`src/rtl/multiword_add_sub_seq_pkg.sv`:
```
// Shared definitions for the multi-word sequential adder/subtractor:
// FSM state encodings, opcode constants and a clog2 helper.
package multiword_add_sub_seq_pkg;

    typedef enum logic [1:0] {
        ST_IDLE = 2'd0,
        ST_RUN  = 2'd1,
        ST_DONE = 2'd2
    } state_t;

    localparam logic OP_ADD = 1'b0;
    localparam logic OP_SUB = 1'b1;

    // Ceiling log2, never less than 1 so a counter always has at least one bit.
    function automatic int unsigned clog2_min1(input int unsigned n);
        int unsigned r;
        r = 0;
        for (int unsigned i = 0; i < 32; i++) begin
            if ((64'd1 << i) < 64'(n)) begin
                r = i + 1;
            end
        end
        return (r == 0) ? 1 : r;
    endfunction

endpackage

```
`src/rtl/multiword_add_sub_seq_add_sub_slice.sv`:
```
// add_sub_slice: combinational WORD_W-bit adder/subtractor slice.
// Ports:
//   a, b     - operand words
//   sub      - OP_SUB inverts b (the +1 comes in through cin)
//   cin      - carry in
//   sum_c    - result word
//   cout_c   - carry out of the slice MSB
//   cmsb_c   - carry into the slice MSB (for signed overflow detection)
module add_sub_slice
    import multiword_add_sub_seq_pkg::*;
#(
    parameter int unsigned WORD_W = 16
) (
    input  logic [WORD_W-1:0] a,
    input  logic [WORD_W-1:0] b,
    input  logic              sub,
    input  logic              cin,
    output logic [WORD_W-1:0] sum_c,
    output logic              cout_c,
    output logic              cmsb_c
);

    localparam int unsigned SW = WORD_W + 1;

    logic [WORD_W-1:0] b_eff;
    logic [WORD_W:0]   full;

    // One wide add; the carry into the MSB is recovered from the MSB sum bit.
    always_comb begin
        b_eff  = (sub == OP_SUB) ? ~b : b;
        full   = {1'b0, a} + {1'b0, b_eff} + SW'(cin);
        sum_c  = full[WORD_W-1:0];
        cout_c = full[WORD_W];
        cmsb_c = full[WORD_W-1] ^ a[WORD_W-1] ^ b_eff[WORD_W-1];
    end

endmodule

```
`src/rtl/multiword_add_sub_seq.sv`:
```
// multiword_add_sub_seq: WORD_W*NUM_WORDS-bit add/subtract computed one
// word per clock (LSW first) through a single add_sub_slice, with the carry
// chained between words in a register.
// Ports:
//   clk, rst_n          - clock, async active-low reset
//   in_valid/in_ready   - operation request handshake
//   in_a, in_b          - TW-bit operands
//   in_add_n            - 0 = A+B, 1 = A-B
//   out_valid/out_ready - result handshake
//   out_sum             - result modulo 2^TW
//   out_cout            - carry out of MSB (on subtract 1 = no borrow)
//   out_ovf             - signed two's-complement overflow
module multiword_add_sub_seq
    import multiword_add_sub_seq_pkg::*;
#(
    parameter int unsigned WORD_W    = 16,
    parameter int unsigned NUM_WORDS = 4
) (
    input  logic                          clk,
    input  logic                          rst_n,
    input  logic                          in_valid,
    output logic                          in_ready,
    input  logic [WORD_W*NUM_WORDS-1:0]   in_a,
    input  logic [WORD_W*NUM_WORDS-1:0]   in_b,
    input  logic                          in_add_n,
    output logic                          out_valid,
    input  logic                          out_ready,
    output logic [WORD_W*NUM_WORDS-1:0]   out_sum,
    output logic                          out_cout,
    output logic                          out_ovf
);

    localparam int unsigned TW    = WORD_W * NUM_WORDS;
    localparam int unsigned IDX_W = clog2_min1(NUM_WORDS);
    localparam logic [IDX_W-1:0] LAST_IDX = IDX_W'(NUM_WORDS - 1);

    state_t             state_q;
    state_t             state_d;
    logic [TW-1:0]      a_q;
    logic [TW-1:0]      b_q;
    logic               add_n_q;
    logic               carry_q;
    logic [IDX_W-1:0]   idx_q;

    logic               accept_c;
    logic               step_c;
    logic               last_c;

    logic [WORD_W-1:0]  slice_sum;
    logic               slice_cout;
    logic               slice_cmsb;

    add_sub_slice #(
        .WORD_W (WORD_W)
    ) u_slice (
        .a      (a_q[WORD_W-1:0]),
        .b      (b_q[WORD_W-1:0]),
        .sub    (add_n_q),
        .cin    (carry_q),
        .sum_c  (slice_sum),
        .cout_c (slice_cout),
        .cmsb_c (slice_cmsb)
    );

    // State register
    always_ff @(posedge clk or negedge rst_n) begin
        if (!rst_n) begin
            state_q <= ST_IDLE;
        end else begin
            state_q <= state_d;
        end
    end

    // Next state, handshake and datapath strobes
    always_comb begin
        state_d  = state_q;
        in_ready = 1'b0;
        accept_c = 1'b0;
        step_c   = 1'b0;
        last_c   = (idx_q == LAST_IDX);
        unique case (state_q)
            ST_IDLE: begin
                in_ready = 1'b1;
                if (in_valid) begin
                    accept_c = 1'b1;
                    state_d  = ST_RUN;
                end
            end
            ST_RUN: begin
                step_c = 1'b1;
                if (last_c) begin
                    state_d = ST_DONE;
                end
            end
            ST_DONE: begin
                // Popping the result frees the slot for a same-edge accept.
                in_ready = out_ready;
                if (out_ready) begin
                    if (in_valid) begin
                        accept_c = 1'b1;
                        state_d  = ST_RUN;
                    end else begin
                        state_d  = ST_IDLE;
                    end
                end
            end
            default: begin
                state_d = ST_IDLE;
            end
        endcase
    end

    // Operand shifters, carry chain, word index and registered results
    always_ff @(posedge clk or negedge rst_n) begin
        if (!rst_n) begin
            a_q       <= '0;
            b_q       <= '0;
            add_n_q   <= 1'b0;
            carry_q   <= 1'b0;
            idx_q     <= '0;
            out_sum   <= '0;
            out_cout  <= 1'b0;
            out_ovf   <= 1'b0;
            out_valid <= 1'b0;
        end else begin
            out_valid <= (state_d == ST_DONE);
            if (accept_c) begin
                a_q     <= in_a;
                b_q     <= in_b;
                add_n_q <= in_add_n;
                // Subtract is A + ~B + 1: the +1 enters as the initial carry.
                carry_q <= (in_add_n == OP_SUB);
                idx_q   <= '0;
            end else if (step_c) begin
                a_q     <= a_q >> WORD_W;
                b_q     <= b_q >> WORD_W;
                carry_q <= slice_cout;
                idx_q   <= idx_q + IDX_W'(1);
                // New word enters at the top; after NUM_WORDS steps the LSW
                // has reached bit 0.
                out_sum <= TW'({slice_sum, out_sum} >> WORD_W);
                if (last_c) begin
                    out_cout <= slice_cout;
                    out_ovf  <= slice_cmsb ^ slice_cout;
                end
            end
        end
    end

endmodule

```
`config.mk`:
```
export PLATFORM = sky130hd
export DESIGN_NAME = multiword_add_sub_seq
export DESIGN_NICKNAME = d
export VERILOG_FILES = /design/src/rtl/multiword_add_sub_seq_pkg.sv /design/src/rtl/multiword_add_sub_seq_add_sub_slice.sv /design/src/rtl/multiword_add_sub_seq.sv
export SDC_FILE = /design/constraint.sdc
export NUM_CORES = 1
export LEC_CHECK = 0
export CORE_MARGIN = 1
export CORE_UTILIZATION = 46
export DETAILED_ROUTE_END_ITERATION = 12
export HOLD_SLACK_MARGIN = 0.02
export PLACE_DENSITY = 0.77
export SYNTH_ARGS = -nofsm -noshare
export SYNTH_HDL_FRONTEND = slang
export SYNTH_SLANG_ARGS = --single-unit
```
`constraint.sdc`:
```
create_clock -name clk -period 3.3 [get_ports clk]
set_input_delay 0.825 -clock clk [delete_from_list [all_inputs] [get_ports clk]]
set_output_delay 0.825 -clock clk [all_outputs]
set_load 0.03 [all_outputs]
```
==> flow_summary.yaml <==
synthesis:
  synth.distinct_cells: 35
  synth_top_area_share_pct: 57.3
  synthArstFlopShare_pct: 100
  ys.flop_type: "dfrtp_1"
  synth-seq-area-share_pct: 57.3
  synthTopCellsByArea: "dfrtp_1 57%, nand2_1 19%, a22oi_1 8.3%"
  synth_top_area_cell: "dfrtp_1"
  synthesis.area_mm2: 0.00878
  yosysMostFrequentCell: "nand2_1"
  syn_nets: 1105
  yosysWarnings: 0
  synth_edf_count: 0
  syn_inst: 954
  ys_top_cells_by_count: "433 x nand2_1, 201 x dfrtp_1, 97 x a22oi_1, 55 x clkbuf_1, 54 x o21ai_0"
  avgSynthCellArea_um2: 9.20
  synth_seq_cells: 201
setup_path:
  critPathCaptureType: "primary output"
  reg2regPathDepth: 11
  worstPathRequired_ns: 2.47
  cp-startpoint: "out_ready"
  r2r-end: "out_ovf"
  cp-endpoint: "in_ready"
  critical_path_peak_fanout: 3
  timing.rr.start: "add_n_q"
  critPathLaunchType: "input pin"
  worst_ep_arrival_time_ns: 2.28
  rrSetupSlack_ns: 0.27
  critPathKind: "input pin to primary output"
clocking:
  htree_levels: 1
  cts_inserted_buffers: 22
  path_clk_slew_ns: 0.05
  cts_resized: 0
  cts_setup_buffers: 0
  clock_latency_ns: 0.52
  clockRootBuffer: "clkbuf_16"
  cts_sinks: 201
  cts_tree: "built"
  cts.path.max_buffers: 3
  ctsHoldBuffers: 0
die:
  initial_utilization_pct: 46.9
  ios: 201
  die_area_mm2: 0.0196
  core_area_mm2: 0.0187
  rows: 50
  die_width_um: 140
  fp.dieH_um: 140
timing:
  slew_headroom_pct: 31.2
  worst_pin_slew_ns: 1.03
  finalClockSkew_ns: 0.0172
  rsz0062_at_grt: "false"
  finalSetupTns_ns: 0
  fin_crit_sh_pct: 94.1
  whs_ns: 0.315
  hold_viol: 0
  setup_viol_count_final: 0
  drv_slew: 0
  min_period_ns: 3.11
  fmax_mhz: 322
layout:
  fin_area_mm2: 0.0117
  diodes: 0
  layout-drive-gt1-share_pct: 5.50
  area_growth_pct: 33.7
  final_nets: 1282
global_routing:
  grt_max_degree: 99
  grt_pass1_vias: 7124
  grt_pass1_wl_um: 36100
  track_usage_pct: 23.1
  overflow: 0
  antenna_found_initial: 0
detailed_routing:
  dr.first_iter.drc_count: 521
  drc_errors: 0
  dr.pass1.iters: 5
  wl_met3_um: 1700
  routed_wl_um: 21800
  route.layer.met1.wl_um: 9480
  avgRoutedWirePerCell_um: 15.8
  avgViaCountPerCell: 5.18
  detail-route-antenna-nets: 0
  route.met2.wl_um: 9870
  top_layer_used: "met4"
  vias: 7140
place:
  place_area_mm2: 0.0110
  dp_hpwl_um: 14800
  gp_congestion: 0.809
  io_buffers: 200
flow_run:
  max_cap_violations: 0
power:
  ir_drop_mv: 0.894
  p_per_area_mw_per_mm2: 1160
  power_w: 0.0137
  p_leak_nw: 5.62
outcome:
  run_status: "finished, final reports clean"
hold_path:
  hold_class: "input pin to asynchronous set/reset pin"
metal layers:
layer | track usage (%) | vias to the layer above
met5 | 0 | -
met4 | 8.96 | 0
met3 | 6.91 | 51
met2 | 35.3 | 230
met1 | 31.0 | 3337
li1 | - | 3522
power breakdown:
| group | switching (W) | internal (W) |
|---|---|---|
| sequential | 0.000721 | 0.00361 |
| clock | 0.000968 | 0.00140 |
| combinational | 0.00421 | 0.00274 |
final cells by class:
type / count / area (µm²)
clock inverters: 6 / 47.5
well taps: 234 / 293
clock buffers: 32 / 668
fillers: 1558 / 6970
inverters: 9 / 33.8
flip-flops and latches: 201 / 5030
repair buffers: 213 / 2150
multi-input cells: 684 / 3510
state kept, by name, summed over array words and instances, names as in the netlist, 2 cells and up:
signal	cells
a_q	64
b_q	64
idx_q	2
out_sum	64
state_q	2
stage by stage:
stage	utilization [%]	setup WS, ns	cells
after floorplan	-	0.0286	954
after global placement	58.9	0.227	1341
after detailed placement	58.9	0.196	1341
after CTS	62.7	0.184	1379
after global routing	62.7	0.110	1379
final	62.7	0.194	1379
logic make-up (layout without fill, tap and decap cells):
group	after synthesis	after routing	share of synthesized area (%)
AO/OA/AOI/OAI	187	187	14.2
XOR/XNOR	31	31	3.25
adder cells (fa/ha/maj)	18	18	2.74
buffers and inverters	69	260	3.01
flip-flops	201	201	57.3
multiplexers	1	1	0.128
AND/OR/NAND/NOR	447	447	19.4
worst max-delay path, stage by stage:
cell and delay (ns):
clkdlybuf4s50_1 0.45, nand2b_1 0.12, nor2b_1 0.19, clkdlybuf4s50_1 0.70
cell usage in the layout (no fill, tap or decap), types with 3 or more instances in the layout:
cell type / synthesis / layout
inv_1: 9 / 9
o21ai_0: 54 / 54
xnor2_1: 8 / 8
buf_12: 0 / 4
a22oi_1: 97 / 97
buf_4: 0 / 9
clkinv_2: 0 / 3
ha_1: 16 / 16
a21o_1: 5 / 5
nand2_1: 433 / 433
clkbuf_16: 0 / 22
clkbuf_8: 0 / 9
a31oi_1: 4 / 4
dfrtp_1: 201 / 201
clkdlybuf4s50_1: 0 / 199
xor2_1: 22 / 22
a21oi_1: 15 / 15
nand3_1: 3 / 3
worst min path at each step:
stage                       endpoint  depth (start not counted)  startpoint  slack (ns)
after floorplan               a_q[0]                          2      a_q[0]        0.45
after global placement    out_sum[6]                          2  out_sum[6]        0.46
after detailed placement  out_sum[8]                          2  out_sum[8]        0.46
after CTS                    b_q[10]                          1       rst_n        0.33
after global routing         b_q[10]                          1       rst_n        0.35
final                        b_q[17]                          1       rst_n        0.31
No activity file was read; power rests on OpenSTA's default activity.
